`src/rtl/req_ack_2ph_tx_buf.sv`:
```
// Buffered 2-phase (toggle) req/ack CDC transmitter: val/rdy FIFO front end,
// one word in flight at a time, ack synchroniser, timeout and spurious-ack flags.
module req_ack_2ph_tx_buf #(
    parameter int DW          = 16,
    parameter int DEPTH       = 4,
    parameter int SYNC_STAGES = 2,
    parameter int TO_CYCLES   = 64
) (
    input  logic                         clk_tx,
    input  logic                         rst_b,
    input  logic                         val,
    input  logic [DW-1:0]                din,
    output logic                         rdy,
    input  logic                         ack,
    output logic                         req,
    output logic [DW-1:0]                dout,
    output logic [$clog2(DEPTH+1)-1:0]   fill,
    input  logic                         err_clr,
    output logic                         err_timeout,
    output logic                         err_spur
);

    localparam int AW = (DEPTH > 1) ? $clog2(DEPTH) : 1;
    localparam int FW = $clog2(DEPTH+1);
    localparam int CW = (TO_CYCLES > 0) ? $clog2(TO_CYCLES+1) : 1;

    localparam logic [0:0] S_IDLE     = 1'b0;
    localparam logic [0:0] S_WAIT_ACK = 1'b1;

    logic [DW-1:0]          mem [DEPTH];
    logic [AW-1:0]          wr_ptr;
    logic [AW-1:0]          rd_ptr;
    logic [SYNC_STAGES-1:0] ack_sync;
    logic                   ack_d;
    logic                   ack_evt;
    logic [0:0]             state;
    logic [CW-1:0]          to_cnt;
    logic                   push;
    logic                   pop;
    logic                   spur_hit;
    logic                   to_hit;

    // rdy depends only on registered occupancy, never on val or ack
    assign rdy      = (fill < FW'(DEPTH));
    assign push     = val && rdy;
    assign ack_evt  = ack_sync[SYNC_STAGES-1] ^ ack_d;
    assign pop      = (fill != '0) && ((state == S_IDLE) || ack_evt);
    assign spur_hit = (state == S_IDLE) && ack_evt;
    assign to_hit   = (TO_CYCLES != 0) && (state == S_WAIT_ACK) && !ack_evt &&
                      (to_cnt == CW'(TO_CYCLES - 1));

    always_ff @(posedge clk_tx or negedge rst_b) begin
        if (!rst_b) begin
            ack_sync <= '0;
            ack_d    <= 1'b0;
        end else begin
            ack_sync <= {ack_sync[SYNC_STAGES-2:0], ack};
            ack_d    <= ack_sync[SYNC_STAGES-1];
        end
    end

    always_ff @(posedge clk_tx) begin
        if (push) begin
            mem[wr_ptr] <= din;
        end
    end

    // pointers wrap naturally because DEPTH is a power of two
    always_ff @(posedge clk_tx or negedge rst_b) begin
        if (!rst_b) begin
            wr_ptr <= '0;
            rd_ptr <= '0;
            fill   <= '0;
        end else begin
            if (push) wr_ptr <= wr_ptr + AW'(1);
            if (pop)  rd_ptr <= rd_ptr + AW'(1);
            case ({push, pop})
                2'b10:   fill <= fill + FW'(1);
                2'b01:   fill <= fill - FW'(1);
                default: fill <= fill;
            endcase
        end
    end

    always_ff @(posedge clk_tx or negedge rst_b) begin
        if (!rst_b) begin
            state  <= S_IDLE;
            req    <= 1'b0;
            dout   <= '0;
            to_cnt <= '0;
        end else if (pop) begin
            state  <= S_WAIT_ACK;
            req    <= ~req;
            dout   <= mem[rd_ptr];
            to_cnt <= '0;
        end else if (state == S_WAIT_ACK) begin
            if (ack_evt) begin
                state  <= S_IDLE;
                to_cnt <= '0;
            end else if (to_cnt != CW'(TO_CYCLES)) begin
                to_cnt <= to_cnt + CW'(1);
            end
        end
    end

    // a set condition in the same cycle as err_clr takes priority
    always_ff @(posedge clk_tx or negedge rst_b) begin
        if (!rst_b) begin
            err_timeout <= 1'b0;
            err_spur    <= 1'b0;
        end else begin
            if (to_hit)       err_timeout <= 1'b1;
            else if (err_clr) err_timeout <= 1'b0;
            if (spur_hit)     err_spur    <= 1'b1;
            else if (err_clr) err_spur    <= 1'b0;
        end
    end

endmodule

```
`config.mk`:
```
export PLATFORM = sky130hd
export DESIGN_NAME = req_ack_2ph_tx_buf
export DESIGN_NICKNAME = d
export VERILOG_FILES = /design/src/rtl/req_ack_2ph_tx_buf.sv
export SDC_FILE = /design/constraint.sdc
export NUM_CORES = 1
export LEC_CHECK = 0
export CORE_MARGIN = 2
export CORE_UTILIZATION = 41
export CTS_CLUSTER_DIAMETER = 200
export DETAILED_ROUTE_END_ITERATION = 8
export GPL_TIMING_DRIVEN = 0
export SLEW_MARGIN = 40
export SYNTH_ARGS = -nofsm -noshare
export SYNTH_HDL_FRONTEND = slang
export SYNTH_SLANG_ARGS = --single-unit
```
`constraint.sdc`:
```
create_clock -name clk_tx -period 2.2 [get_ports clk_tx]
set_input_delay 0.22 -clock clk_tx [delete_from_list [all_inputs] [get_ports clk_tx]]
set_output_delay 0.22 -clock clk_tx [all_outputs]
set_load 0.02 [all_outputs]
```
==> results of run 1 <==
-- per-layer routing --
| layer | track usage | up-vias | part of all wire |
|---|---|---|---|
| li1 | - | 967 | - |
| met1 | 0.1801 | 1059 | 0.45 |
| met2 | 0.2167 | 47 | 0.49 |
| met3 | 0.03713 | 9 | 0.046 |
| met4 | 0.04344 | 0 | 0.014 |
| met5 | 0 | - | 0 |
-- cells by family after synthesis --
| group | synth area share |
|---|---|
| and+or+nand+nor | 0.04445 |
| muxes | 0.1453 |
| xor gates and xnor gates | 0.02330 |
| AOI/OAI and AO/OA | 0.03281 |
| buffers and inverters | 0.03004 |
| adders and majority gates | 0.02636 |
| DFF | 0.6977 |
-- flip-flops by register name, indices dropped and copies added, names as in the netlist --
signal	count
mem	64
dout	16
to_cnt	7
fill	3
ack_sync	2
rd_ptr	2
wr_ptr	2
ack_d	1
err_spur	1
err_timeout	1
req	1
state	1
-- cells in the mapped netlist, drive strengths merged, types with 2 or more instances --
cell type / number / share of area
nand2: 9 / 0.0083
o21ai: 3 / 0.0037
xnor2: 5 / 0.013
nand3: 5 / 0.0061
clkbuf: 3 / 0.0028
nor2: 2 / 0.0018
and2: 5 / 0.0077
mux2: 16 / 0.051
nand4: 4 / 0.0061
a31oi: 3 / 0.0046
inv: 15 / 0.014
edfxtp: 64 / 0.47
xor2: 5 / 0.011
nor2b: 2 / 0.0031
dfrtp: 37 / 0.23
ha: 7 / 0.021
mux4: 16 / 0.095
buf: 5 / 0.013
-- timing repair --
item / CTS / global route
endpoints found under the hold margin: 37 / 0
hold buffers: 1 / 0
setup buffers: 1 / 0
setup endpoints to repair: 2 / 1
pin swaps: 1 / 0
gates resized for setup: 0 / 3
-- power by group through the flow --
stage	clock [mW]	combinational [mW]	sequential [mW]
2_1_floorplan	0	1.32	2.96
3_3_place_gp	0	2.29	2.77
3_5_place_dp	0	2.32	2.78
4_1_cts	1.21	2.34	2.74
5_1_grt	1.28	2.50	2.79
6_report	1.17	2.29	2.73
-- layout make-up --
cell class,instances,area (um2),area share
multi-input cells,100,1127,0.2297
clock buffers,10,127.6,0.02601
flip-flops and latches,101,2850,0.5808
inverters,15,56.30,0.01147
clock inverters,6,67.56,0.01377
repair buffers,45,445.4,0.09077
well taps,133,166.4,0.03391
plain buffers,8,66.31,0.01351
-- final timing paths --
path	cells after the start	end
setup / recovery	9	fill[2]
setup reg to reg	9	fill[2]
max in group asynchronous	2	ack_sync[1]
min in group asynchronous	2	err_spur
hold / removal	1	ack_sync[0]
hold reg to reg	0	ack_sync[1]
-- worst register-to-register path, cell delays in order, from the launching register on --
cell	delay [ps]
sky130_fd_sc_hd__dfrtp_2	460
sky130_fd_sc_hd__xnor2_4	180
sky130_fd_sc_hd__a21oi_4	160
sky130_fd_sc_hd__buf_12	160
sky130_fd_sc_hd__ha_1	180
sky130_fd_sc_hd__inv_1	60
sky130_fd_sc_hd__fa_1	370
sky130_fd_sc_hd__xor2_1	150
sky130_fd_sc_hd__nor2_1	120
sky130_fd_sc_hd__xnor2_1	130
==> flow_summary.html, run 1 <==
<table>
<tr><th>Metric</th><th>Value</th></tr>
<tr><th colspan="2">GRT</th></tr>
<tr><td>First-pass GRT wire length</td><td>about 11 mm</td></tr>
<tr><td>Overall Global Routing Usage</td><td>0.1350</td></tr>
<tr><td>Antenna violations before repair</td><td>0</td></tr>
<tr><td>Vias in the first global route</td><td>2082</td></tr>
<tr><td>Pin count of the biggest net entering global routing</td><td>38</td></tr>
<tr><td>Overflow left after global routing</td><td>0</td></tr>
<tr><th colspan="2">Die</th></tr>
<tr><td>Io pins</td><td>44</td></tr>
<tr><td>Starting utilization of the core area</td><td>0.4195</td></tr>
<tr><td>Die outline width</td><td>103.8 um</td></tr>
<tr><td>DIE AREA</td><td>between 10000 and 15000 um2</td></tr>
<tr><td>Overall die height</td><td>103.8 um</td></tr>
<tr><td>Placeable core region</td><td>9729 um2</td></tr>
<tr><td>Number of rows created at floorplan</td><td>36</td></tr>
<tr><th colspan="2">Timing</th></tr>
<tr><td>Worst Skew</td><td>12.99 ps</td></tr>
<tr><td>Worst hold margin</td><td>307.3 ps</td></tr>
<tr><td>Final critical-path share of the clock period</td><td>0.9312</td></tr>
<tr><td>Highest Clock Rate</td><td>roughly 500 MHz</td></tr>
<tr><td>Max-Slew Margin vs Limit</td><td>0.5169</td></tr>
<tr><td>Sum of negative setup slack</td><td>0 ps</td></tr>
<tr><td>Post-route setup slack</td><td>approximately 150 ps</td></tr>
<tr><td>Period minus WS final</td><td>2049 ps</td></tr>
<tr><td>Final count of negative-setup-slack endpoints</td><td>0</td></tr>
<tr><td>Final hold vios</td><td>0</td></tr>
<tr><td>Measured slew at the worst slew-check pin</td><td>718.0 ps</td></tr>
<tr><td>Number of max-slew violations in the final report</td><td>0</td></tr>
<tr><td>Setup repair after global routing missed its margin</td><td>false</td></tr>
<tr><th colspan="2">Synthesis</th></tr>
<tr><td>Post-synthesis average cell area</td><td>18.22 um2</td></tr>
<tr><td>Post-Synthesis Cell Area</td><td>between 4000 and 5000 um2</td></tr>
<tr><td>Part of the Yosys area used for sequential elements</td><td>0.6977</td></tr>
<tr><td>Most common flop cell mapped by yosys</td><td>sky130_fd_sc_hd__edfxtp_1</td></tr>
<tr><td>Synthesized Nets</td><td>253</td></tr>
<tr><td>Post-synthesis cell count</td><td>about 220</td></tr>
<tr><td>Synth async-reset ratio</td><td>0.3663</td></tr>
<tr><td>Synth unique cells</td><td>42</td></tr>
<tr><td>FF+latch count, synth</td><td>slightly above 100</td></tr>
<tr><td>Number of flops mapped to enable cells by yosys</td><td>64</td></tr>
<tr><td>Warnings from Yosys</td><td>0</td></tr>
<tr><th colspan="2">Worst setup path</th></tr>
<tr><td>Cell Chain, Critical Path</td><td>xnor2_4, a21oi_4, buf_12, ha_1, inv_1, fa_1, xor2_1, nor2_1, xnor2_1</td></tr>
<tr><td>CP Buf/Inv Count</td><td>2</td></tr>
<tr><td>Worst Path Arrival</td><td>2330 ps</td></tr>
<tr><td>Maximum net fanout on the critical path</td><td>10</td></tr>
<tr><td>CP startpoint</td><td>ack_d</td></tr>
<tr><td>Critical path data required time</td><td>~2500 ps</td></tr>
<tr><td>Origin of the critical flop-to-flop path</td><td>ack_d</td></tr>
<tr><td>Crit path capture type</td><td>flip-flop</td></tr>
<tr><td>Setup crit start kind</td><td>flip-flop</td></tr>
<tr><td>Critical-path cell with the highest stage delay</td><td>sky130_fd_sc_hd__dfrtp_2</td></tr>
<tr><td>Internal reg-to-reg setup slack</td><td>150 ps</td></tr>
<tr><td>Worst setup path category</td><td>flip-flop to flip-flop</td></tr>
<tr><td>Delay of the slowest cell on the worst path</td><td>around 460 ps</td></tr>
<tr><td>Largest delay share family, worst path</td><td>adder cells</td></tr>
<tr><th colspan="2">Power</th></tr>
<tr><td>Clock network power share</td><td>0.189</td></tr>
<tr><td>Maximum vdd ir drop</td><td>0.0005228 V</td></tr>
<tr><td>Fraction of power consumed by sequential logic</td><td>0.441</td></tr>
<tr><td>Leak</td><td>1.813 nW</td></tr>
<tr><td>Fraction of power spent switching nets</td><td>0.3172</td></tr>
<tr><td>Internal power contribution</td><td>roughly 4.2 mW</td></tr>
<tr><td>Sum of internal, switching and leakage power</td><td>~6.2 mW</td></tr>
<tr><td>Ratio of total power to cell area</td><td>roughly 1300 nW/um2</td></tr>
<tr><td>Relative contribution of combinational cells to total power</td><td>0.369</td></tr>
<tr><td>Net Switching</td><td>1.966 mW</td></tr>
<tr><th colspan="2">Place</th></tr>
<tr><td>Cell count after placement</td><td>400</td></tr>
<tr><td>Instance area at placement</td><td>4681 um2</td></tr>
<tr><td>Post-Place Worst Slack</td><td>-199.2 ps</td></tr>
<tr><td>Final RePlAce weighted congestion</td><td>around 0.81</td></tr>
<tr><td>DP Wirelength</td><td>4.305 mm</td></tr>
<tr><td>Port Buffer Count</td><td>43</td></tr>
<tr><th colspan="2">Routing</th></tr>
<tr><td>Number of design rule violations left after detail routing</td><td>0</td></tr>
<tr><td>Final antenna-violating net count</td><td>0</td></tr>
<tr><td>Vias per cell</td><td>approximately 5.0</td></tr>
<tr><td>DR vias</td><td>2082</td></tr>
<tr><td>DR WL/cell</td><td>16.29 um</td></tr>
<tr><td>Violation count after the first detailed-route iteration</td><td>87</td></tr>
<tr><td>Length of the first detailed-routing pass in iterations</td><td>4</td></tr>
<tr><td>Routed wire length</td><td>6.811 mm</td></tr>
<tr><th colspan="2">Clocking</th></tr>
<tr><td>TritonCTS clock tree</td><td>yes</td></tr>
<tr><td>Clock H-tree levels</td><td>3</td></tr>
<tr><td>Clock slew seen by the registers of the worst setup and hold paths</td><td>100 ps</td></tr>
<tr><td>Number of clock sinks</td><td>101</td></tr>
<tr><td>Clock insertion delay at the later pin of the skew report</td><td>360 ps</td></tr>
<tr><td>Maximum root-to-sink buffer count</td><td>2</td></tr>
<tr><td>Clock root cell</td><td>sky130_fd_sc_hd__clkbuf_8</td></tr>
<tr><td>Number of buffers inserted during clock tree synthesis</td><td>9</td></tr>
<tr><th colspan="2">Final layout</th></tr>
<tr><td>Most common cell after layout, fill and taps aside</td><td>sky130_fd_sc_hd__edfxtp_1</td></tr>
<tr><td>Post-layout utilization of the core</td><td>0.5044</td></tr>
<tr><td>Layout filler cell count</td><td>850</td></tr>
<tr><td>Antenna diodes</td><td>0</td></tr>
<tr><td>Post-route design area</td><td>between 4000 and 5000 um2</td></tr>
<tr><td>Fraction of final layout cells sized beyond drive strength 1</td><td>0.1930</td></tr>
<tr><td>Commonest non-fill, non-tap cells in the layout</td><td>sky130_fd_sc_hd__edfxtp_1, sky130_fd_sc_hd__clkdlybuf4s50_1, sky130_fd_sc_hd__dfrtp_1</td></tr>
<tr><td>Fin nets</td><td>309</td></tr>
<tr><td>Non-filler cells in the finished layout</td><td>between 400 and 500</td></tr>
<tr><td>Area grow syn2layout</td><td>20.23%</td></tr>
<tr><th colspan="2">Min path</th></tr>
<tr><td>Start point of the worst hold path</td><td>ack</td></tr>
<tr><td>Worst min-delay path category</td><td>input port to flip-flop</td></tr>
<tr><th colspan="2">Job</th></tr>
<tr><td>Number of maximum-capacitance constraint violations</td><td>0</td></tr>
<tr><th colspan="2">Status</th></tr>
<tr><td>Status</td><td>completed</td></tr>
</table>
No activity file was read; power rests on OpenSTA's default activity.
==> inputs of run 2 (changes only) <==
--- a/config.mk
+++ b/config.mk
@@ -7,9 +7,11 @@
 export LEC_CHECK = 0
 export CORE_MARGIN = 2
 export CORE_UTILIZATION = 41
+export CTS_BUF_LIST = sky130_fd_sc_hd__clkbuf_4
 export CTS_CLUSTER_DIAMETER = 200
 export DETAILED_ROUTE_END_ITERATION = 8
 export GPL_TIMING_DRIVEN = 0
+export REMOVE_ABC_BUFFERS = 1
 export SLEW_MARGIN = 40
 export SYNTH_ARGS = -nofsm -noshare
 export SYNTH_HDL_FRONTEND = slang
==> run 2 against run 1 <==
Setup slack improved by 60 ps. Sequential power up 5%. Critical endpoint unchanged. Register-to-register slack gained 60 ps. Core utilization shrank 1.1 points. First-iteration DRC count fell by 3.4%. Maximum frequency up 3.0%. Via count fell by 2.4%. Clock skew increased by 11 ps. Count of clock-buffer cells in the layout down 1. Power is 4.8% lower. Critical path depth fell by 1. Cell area shrank 2.2%.
==> flow_summary.html, run 2 (synthesized netlist as in run 1, its figures left out) <==
<table>
<tr><th>Metric</th><th>Value</th></tr>
<tr><th colspan="2">Status</th></tr>
<tr><td>Status</td><td>completed</td></tr>
<tr><th colspan="2">Worst setup path</th></tr>
<tr><td>Crit path capture type</td><td>flip-flop</td></tr>
<tr><td>Critical path data required time</td><td>2590 ps</td></tr>
<tr><td>Origin of the critical flop-to-flop path</td><td>ack_d</td></tr>
<tr><td>Internal reg-to-reg setup slack</td><td>210 ps</td></tr>
<tr><td>Setup crit start kind</td><td>flip-flop</td></tr>
<tr><td>Reg2reg path depth</td><td>8</td></tr>
<tr><td>Maximum net fanout on the critical path</td><td>12</td></tr>
<tr><td>Worst Path Arrival</td><td>2380 ps</td></tr>
<tr><td>Worst setup path category</td><td>flip-flop to flip-flop</td></tr>
<tr><td>Reg2Reg Capture Point</td><td>fill[2]</td></tr>
<tr><th colspan="2">Min path</th></tr>
<tr><td>Start point of the worst hold path</td><td>ack</td></tr>
<tr><td>Worst hold path cell count</td><td>1</td></tr>
<tr><td>Worst min-delay path category</td><td>input port to flip-flop</td></tr>
<tr><td>Hold path endpoint</td><td>ack_sync[0]</td></tr>
<tr><th colspan="2">Routing</th></tr>
<tr><td>Number of design rule violations left after detail routing</td><td>0</td></tr>
<tr><td>Vias per cell</td><td>4.959</td></tr>
<tr><td>Routed wire length</td><td>6.802 mm</td></tr>
<tr><td>Final antenna-violating net count</td><td>0</td></tr>
<tr><td>DR vias</td><td>2033</td></tr>
<tr><td>DR WL/cell</td><td>16.59 um</td></tr>
<tr><td>Length of the first detailed-routing pass in iterations</td><td>4</td></tr>
<tr><td>Violation count after the first detailed-route iteration</td><td>84</td></tr>
<tr><th colspan="2">Timing</th></tr>
<tr><td>Worst Skew</td><td>23.98 ps</td></tr>
<tr><td>Final count of negative-setup-slack endpoints</td><td>0</td></tr>
<tr><td>Period minus WS final</td><td>1989 ps</td></tr>
<tr><td>Measured slew at the worst slew-check pin</td><td>790.7 ps</td></tr>
<tr><td>Number of max-slew violations in the final report</td><td>0</td></tr>
<tr><td>Final hold vios</td><td>0</td></tr>
<tr><td>Max-Slew Margin vs Limit</td><td>0.4729</td></tr>
<tr><td>Sum of negative setup slack</td><td>0 ps</td></tr>
<tr><td>Highest Clock Rate</td><td>502.7 MHz</td></tr>
<tr><td>Final critical-path share of the clock period</td><td>0.9041</td></tr>
<tr><td>Post-route setup slack</td><td>210.9 ps</td></tr>
<tr><td>Setup repair after global routing missed its margin</td><td>false</td></tr>
<tr><th colspan="2">Final layout</th></tr>
<tr><td>Most common cell after layout, fill and taps aside</td><td>sky130_fd_sc_hd__edfxtp_1</td></tr>
<tr><td>Register with the most flip-flops</td><td>mem</td></tr>
<tr><td>Largest registers</td><td>mem: 64 flops, dout: 16 flops, to_cnt: 7 flops</td></tr>
<tr><td>Area taken by flip-flops and latches</td><td>2849 um2</td></tr>
<tr><td>Flip-flop count of the largest register after layout</td><td>64</td></tr>
<tr><td>Layout filler cell count</td><td>~900</td></tr>
<tr><td>Post-route design area</td><td>4797 um2</td></tr>
<tr><td>Fraction of final layout cells sized beyond drive strength 1</td><td>0.1805</td></tr>
<tr><td>Area of combinational cells with multiple inputs</td><td>1127 um2</td></tr>
<tr><td>Non-filler cells in the finished layout</td><td>410</td></tr>
<tr><td>Fin nets</td><td>301</td></tr>
<tr><td>Antenna diodes</td><td>0</td></tr>
<tr><td>Area grow syn2layout</td><td>17.54%</td></tr>
<tr><td>Commonest non-fill, non-tap cells in the layout</td><td>sky130_fd_sc_hd__edfxtp_1, sky130_fd_sc_hd__clkdlybuf4s50_1, sky130_fd_sc_hd__dfrtp_1</td></tr>
<tr><td>Post-layout utilization of the core</td><td>0.4931</td></tr>
<tr><th colspan="2">Clocking</th></tr>
<tr><td>Number of clock sinks</td><td>101</td></tr>
<tr><td>Clock root cell</td><td>sky130_fd_sc_hd__clkbuf_4</td></tr>
<tr><td>Maximum root-to-sink buffer count</td><td>2</td></tr>
<tr><td>TritonCTS clock tree</td><td>yes</td></tr>
<tr><td>Number of buffers inserted during clock tree synthesis</td><td>9</td></tr>
<tr><td>Clock H-tree levels</td><td>3</td></tr>
<tr><td>Clock slew seen by the registers of the worst setup and hold paths</td><td>around 150 ps</td></tr>
<tr><td>Clock insertion delay at the later pin of the skew report</td><td>460 ps</td></tr>
<tr><th colspan="2">Place</th></tr>
<tr><td>Cell count after placement</td><td>392</td></tr>
<tr><td>Final RePlAce weighted congestion</td><td>0.8026</td></tr>
<tr><td>Post-Place Worst Slack</td><td>-530.9 ps</td></tr>
<tr><td>Port Buffer Count</td><td>43</td></tr>
<tr><td>Instance area at placement</td><td>about 4600 um2</td></tr>
<tr><td>DP Wirelength</td><td>between 4 and 5 mm</td></tr>
<tr><th colspan="2">Job</th></tr>
<tr><td>Number of maximum-capacitance constraint violations</td><td>0</td></tr>
<tr><th colspan="2">Die</th></tr>
<tr><td>Number of rows created at floorplan</td><td>36</td></tr>
<tr><td>DIE AREA</td><td>10770 um2</td></tr>
<tr><td>Starting utilization of the core area</td><td>0.4195</td></tr>
<tr><td>Io pins</td><td>44</td></tr>
<tr><td>Die outline width</td><td>103.8 um</td></tr>
<tr><td>Placeable core region</td><td>about 9700 um2</td></tr>
<tr><td>Overall die height</td><td>103.8 um</td></tr>
<tr><th colspan="2">Power</th></tr>
<tr><td>Maximum vdd ir drop</td><td>0.0006057 V</td></tr>
<tr><td>Ratio of total power to cell area</td><td>1230 nW/um2</td></tr>
<tr><td>Leak</td><td>1.760 nW</td></tr>
<tr><th colspan="2">GRT</th></tr>
<tr><td>Overall Global Routing Usage</td><td>0.1387</td></tr>
<tr><td>Pin count of the biggest net entering global routing</td><td>38</td></tr>
<tr><td>Antenna violations before repair</td><td>0</td></tr>
<tr><td>First-pass GRT wire length</td><td>11.23 mm</td></tr>
<tr><td>Overflow left after global routing</td><td>0</td></tr>
<tr><td>Vias in the first global route</td><td>2143</td></tr>
</table>
==> run 2: changes by cell type in the layout (fill, tap and decap cells not counted), moves of 2 or more <==
cell	before	now
sky130_fd_sc_hd__clkbuf_8	9	0
sky130_fd_sc_hd__clkbuf_4	0	9
sky130_fd_sc_hd__buf_6	2	0
sky130_fd_sc_hd__clkbuf_1	4	0
sky130_fd_sc_hd__inv_6	3	0
==> run 2: cell type report <==
class / instances / share of cell area
Clock buffer: 9 / 0.01408
Clock inverter: 7 / 0.01774
Inverter: 15 / 0.01174
Multi-Input combinational cell: 100 / 0.2350
Sequential cell: 101 / 0.5939
Tap cell: 133 / 0.03469
Timing Repair Buffer: 45 / 0.09285
==> run 2: repair_timing <==
item | in CTS | in global routing
setup buffers | 1 | 0
endpoints found under the hold margin | 37 | 0
resized for setup | 0 | 1
pin swaps | 1 | 0
hold buffers | 1 | 0
setup endpoints to repair | 2 | 2
gates cloned | 0 | 0
==> run 2: metal layers <==
metal | global-route usage | vias to the layer above | wire length [um]
met1 | 0.1693 | 1020 | 3017
li1 | - | 956 | -
met2 | 0.2294 | 51 | 3369
met3 | 0.05475 | 6 | 347
met4 | 0.04054 | 0 | 68
met5 | 0 | - | 0
==> run 2: how the worst max path moves through the flow <==
stage	endpoint	startpoint	depth (start not counted)	slack, ps
4_1_cts	fill[1]	ack_d	6	90
3_3_place_gp	fill[2]	ack_sync[1]	8	-480
3_5_place_dp	fill[2]	ack_d	8	-530
5_1_grt	fill[2]	ack_sync[1]	8	70
6_report	fill[2]	ack_d	8	210
2_1_floorplan	fill[2]	ack_sync[1]	8	-100
==> run 2: worst max-delay path: stages (launching register included) <==
cell,delay (ps)
sky130_fd_sc_hd__dfrtp_1,480
sky130_fd_sc_hd__xnor2_4,250
sky130_fd_sc_hd__a21oi_4,180
sky130_fd_sc_hd__ha_1,200
sky130_fd_sc_hd__inv_1,60
sky130_fd_sc_hd__fa_1,370
sky130_fd_sc_hd__xor2_1,150
sky130_fd_sc_hd__nor2_1,120
sky130_fd_sc_hd__xnor2_1,120
==> run 2: where the power goes <==
| group | switching [mW] | total [mW] | internal [mW] |
|---|---|---|---|
| Clock | 0.643 | 1.00 | 0.362 |
| Combinational | 0.887 | 2.02 | 1.13 |
| Sequential | 0.399 | 2.88 | 2.48 |
| Total | 1.93 | 5.90 | 3.97 |
==> run 2: per-stage QoR <==
step                      total power [mW]  hold slack (ps)
after floorplan                      4.172           -75.59
after CTS                            6.014            161.9
after global routing                 6.293            156.9
after detailed placement             4.973            232.4
final                                5.900            205.2
after global placement               4.935            362.4
==> inputs of run 3 (changes only) <==
--- a/config.mk
+++ b/config.mk
@@ -12,7 +12,7 @@
 export DETAILED_ROUTE_END_ITERATION = 8
 export GPL_TIMING_DRIVEN = 0
 export REMOVE_ABC_BUFFERS = 1
-export SLEW_MARGIN = 40
+export SLEW_MARGIN = 20
 export SYNTH_ARGS = -nofsm -noshare
 export SYNTH_HDL_FRONTEND = slang
 export SYNTH_SLANG_ARGS = --single-unit
==> run 3 against run 2 <==
Non-clock buffer count rose by 1. Clock power about the same. Sequential power hardly changed. Clock skew shrank 0.76 ps. Routed wire length decreased by 0.74%. Worst hold slack worse by 20 ps. Critical endpoint unchanged. Largest power group unchanged.
==> flow_summary.html, run 3 (synthesized netlist as in run 1, its figures left out) <==
<table>
<tr><th>Metric</th><th>Value</th></tr>
<tr><th colspan="2">Place</th></tr>
<tr><td>Port Buffer Count</td><td>43</td></tr>
<tr><td>Final RePlAce weighted congestion</td><td>0.8026</td></tr>
<tr><td>DP Wirelength</td><td>4.225 mm</td></tr>
<tr><th colspan="2">Clocking</th></tr>
<tr><td>Clock insertion delay at the later pin of the skew report</td><td>440 ps</td></tr>
<tr><td>Clock H-tree levels</td><td>3</td></tr>
<tr><td>Clock root cell</td><td>sky130_fd_sc_hd__clkbuf_4</td></tr>
<tr><td>Number of clock sinks</td><td>101</td></tr>
<tr><td>Number of buffers inserted during clock tree synthesis</td><td>9</td></tr>
<tr><td>Maximum root-to-sink buffer count</td><td>2</td></tr>
<tr><td>TritonCTS clock tree</td><td>yes</td></tr>
<tr><td>Clock slew seen by the registers of the worst setup and hold paths</td><td>160 ps</td></tr>
<tr><th colspan="2">Worst setup path</th></tr>
<tr><td>Maximum net fanout on the critical path</td><td>12</td></tr>
<tr><td>Critical path data required time</td><td>2560 ps</td></tr>
<tr><td>CP startpoint</td><td>ack_d</td></tr>
<tr><td>Worst setup path category</td><td>flip-flop to flip-flop</td></tr>
<tr><td>Crit path capture type</td><td>flip-flop</td></tr>
<tr><td>Worst Path Arrival</td><td>2370 ps</td></tr>
<tr><td>Setup crit start kind</td><td>flip-flop</td></tr>
<tr><td>Origin of the critical flop-to-flop path</td><td>ack_d</td></tr>
<tr><td>Reg2reg path depth</td><td>8</td></tr>
<tr><th colspan="2">Power</th></tr>
<tr><td>Ratio of total power to cell area</td><td>between 1000 and 1500 nW/um2</td></tr>
<tr><td>Sum of internal, switching and leakage power</td><td>5.882 mW</td></tr>
<tr><td>Maximum vdd ir drop</td><td>0.0005443 V</td></tr>
<tr><td>Leak</td><td>1.770 nW</td></tr>
<tr><th colspan="2">Routing</th></tr>
<tr><td>DR WL/cell</td><td>16.43 um</td></tr>
<tr><td>Violation count after the first detailed-route iteration</td><td>83</td></tr>
<tr><td>Length of the first detailed-routing pass in iterations</td><td>6</td></tr>
<tr><td>Final antenna-violating net count</td><td>0</td></tr>
<tr><td>Number of design rule violations left after detail routing</td><td>0</td></tr>
<tr><td>DR vias</td><td>2051</td></tr>
<tr><td>Vias per cell</td><td>between 4 and 5</td></tr>
<tr><td>Routed wire length</td><td>6.752 mm</td></tr>
<tr><th colspan="2">Timing</th></tr>
<tr><td>Highest Clock Rate</td><td>between 400 and 500 MHz</td></tr>
<tr><td>Max-Slew Margin vs Limit</td><td>0.4132</td></tr>
<tr><td>Worst Skew</td><td>23.22 ps</td></tr>
<tr><td>Sum of negative setup slack</td><td>0 ps</td></tr>
<tr><td>Final critical-path share of the clock period</td><td>0.9169</td></tr>
<tr><td>Number of max-slew violations in the final report</td><td>0</td></tr>
<tr><td>Final hold vios</td><td>0</td></tr>
<tr><td>Measured slew at the worst slew-check pin</td><td>880.1 ps</td></tr>
<tr><td>Final count of negative-setup-slack endpoints</td><td>0</td></tr>
<tr><td>Setup repair after global routing missed its margin</td><td>false</td></tr>
<tr><td>Period minus WS final</td><td>2017 ps</td></tr>
<tr><th colspan="2">GRT</th></tr>
<tr><td>First-pass GRT wire length</td><td>11.25 mm</td></tr>
<tr><td>Overflow left after global routing</td><td>0</td></tr>
<tr><td>Pin count of the biggest net entering global routing</td><td>28</td></tr>
<tr><td>Vias in the first global route</td><td>2151</td></tr>
<tr><td>Overall Global Routing Usage</td><td>0.1368</td></tr>
<tr><td>Antenna violations before repair</td><td>0</td></tr>
<tr><th colspan="2">Die</th></tr>
<tr><td>Die outline width</td><td>103.8 um</td></tr>
<tr><td>Starting utilization of the core area</td><td>0.4195</td></tr>
<tr><td>Number of rows created at floorplan</td><td>36</td></tr>
<tr><td>Overall die height</td><td>roughly 100 um</td></tr>
<tr><td>Io pins</td><td>44</td></tr>
<tr><td>DIE AREA</td><td>10770 um2</td></tr>
<tr><td>Placeable core region</td><td>just under 10000 um2</td></tr>
<tr><th colspan="2">Final layout</th></tr>
<tr><td>Area of combinational cells with multiple inputs</td><td>1126 um2</td></tr>
<tr><td>Post-layout utilization of the core</td><td>0.4940</td></tr>
<tr><td>Antenna diodes</td><td>0</td></tr>
<tr><td>Layout filler cell count</td><td>873</td></tr>
<tr><td>Flip-flop count of the largest register after layout</td><td>64</td></tr>
<tr><td>Largest registers</td><td>mem: 64 flops, dout: 16 flops, to_cnt: 7 flops</td></tr>
<tr><td>Area grow syn2layout</td><td>17.75%</td></tr>
<tr><td>Register with the most flip-flops</td><td>mem</td></tr>
<tr><td>Commonest non-fill, non-tap cells in the layout</td><td>sky130_fd_sc_hd__edfxtp_1, sky130_fd_sc_hd__clkdlybuf4s50_1, sky130_fd_sc_hd__dfrtp_1</td></tr>
<tr><td>Fin nets</td><td>302</td></tr>
<tr><td>Most common cell after layout, fill and taps aside</td><td>sky130_fd_sc_hd__edfxtp_1</td></tr>
<tr><td>Fraction of final layout cells sized beyond drive strength 1</td><td>0.1799</td></tr>
<tr><td>Area taken by flip-flops and latches</td><td>approximately 2800 um2</td></tr>
<tr><th colspan="2">Min path</th></tr>
<tr><td>Worst min-delay path category</td><td>input port to async pin</td></tr>
<tr><th colspan="2">Job</th></tr>
<tr><td>Number of maximum-capacitance constraint violations</td><td>0</td></tr>
<tr><th colspan="2">Status</th></tr>
<tr><td>Status</td><td>completed</td></tr>
</table>
## run 3: cell type report
type	count	area share
flip-flops and latches	101	0.5928
multi-input cells	100	0.2343
repair buffers	46	0.09633
well taps	133	0.03463
clock buffers	10	0.01562
clock inverters	6	0.01458
inverters	15	0.01172
## run 3: worst paths after layout
| kind | endpoint | slack [ps] |
|---|---|---|
| max in group asynchronous | rd_ptr[0] | 1540 |
| min in group clk_tx | ack_sync[0] | 230 |
| max | fill[2] | 180 |
| max reg2reg | fill[2] | 180 |
| min | dout[11] | 180 |
| min reg2reg | ack_sync[1] | 370 |
## run 3: per-stage QoR
step / hold slack [ps] / std cells / setup slack (ps) / cell area [um2]
finish: 184.8 / 411 / 182.9 / 4806
global route: 193.8 / 411 / 4.589 / 4806
CTS: 174.4 / 411 / 75.25 / 4790
detailed placement: 136.1 / 393 / -544.2 / 4627
global placement: 362.4 / 392 / -481.4 / 4612
floorplan: -75.59 / 216 / -104.1 / 4015
## run 3: worst max-delay path: stages, from the launching register on
cell and delay (ps):
sky130_fd_sc_hd__dfrtp_1 480, sky130_fd_sc_hd__xnor2_4 250, sky130_fd_sc_hd__a21oi_4 180, sky130_fd_sc_hd__ha_1 200, sky130_fd_sc_hd__inv_1 60, sky130_fd_sc_hd__fa_1 370
sky130_fd_sc_hd__xor2_1 150, sky130_fd_sc_hd__nor2_1 120, sky130_fd_sc_hd__xnor2_1 120
## run 3: repair_timing
action                                  CTS  global route
pin swaps                                 1             0
endpoints found under the setup margin    3            24
buffers inserted                          1             0
hold endpoints to repair                 37             0
gates resized for setup                   0             5
hold buffers                              1             0
## run 3: metal layers
metal	wire length, um	GRT usage	up-vias
met1	2998	0.1724	1043
met4	89	0.03475	0
met5	0	0	-
met3	301	0.04972	9
met2	3363	0.2261	46
li1	-	-	953
## run 3: where the power goes
| group | internal, mW | switching [mW] |
|---|---|---|
| clock | 0.371 | 0.605 |
| combinational | 1.13 | 0.896 |
| sequential | 2.48 | 0.398 |
| total | 3.98 | 1.90 |
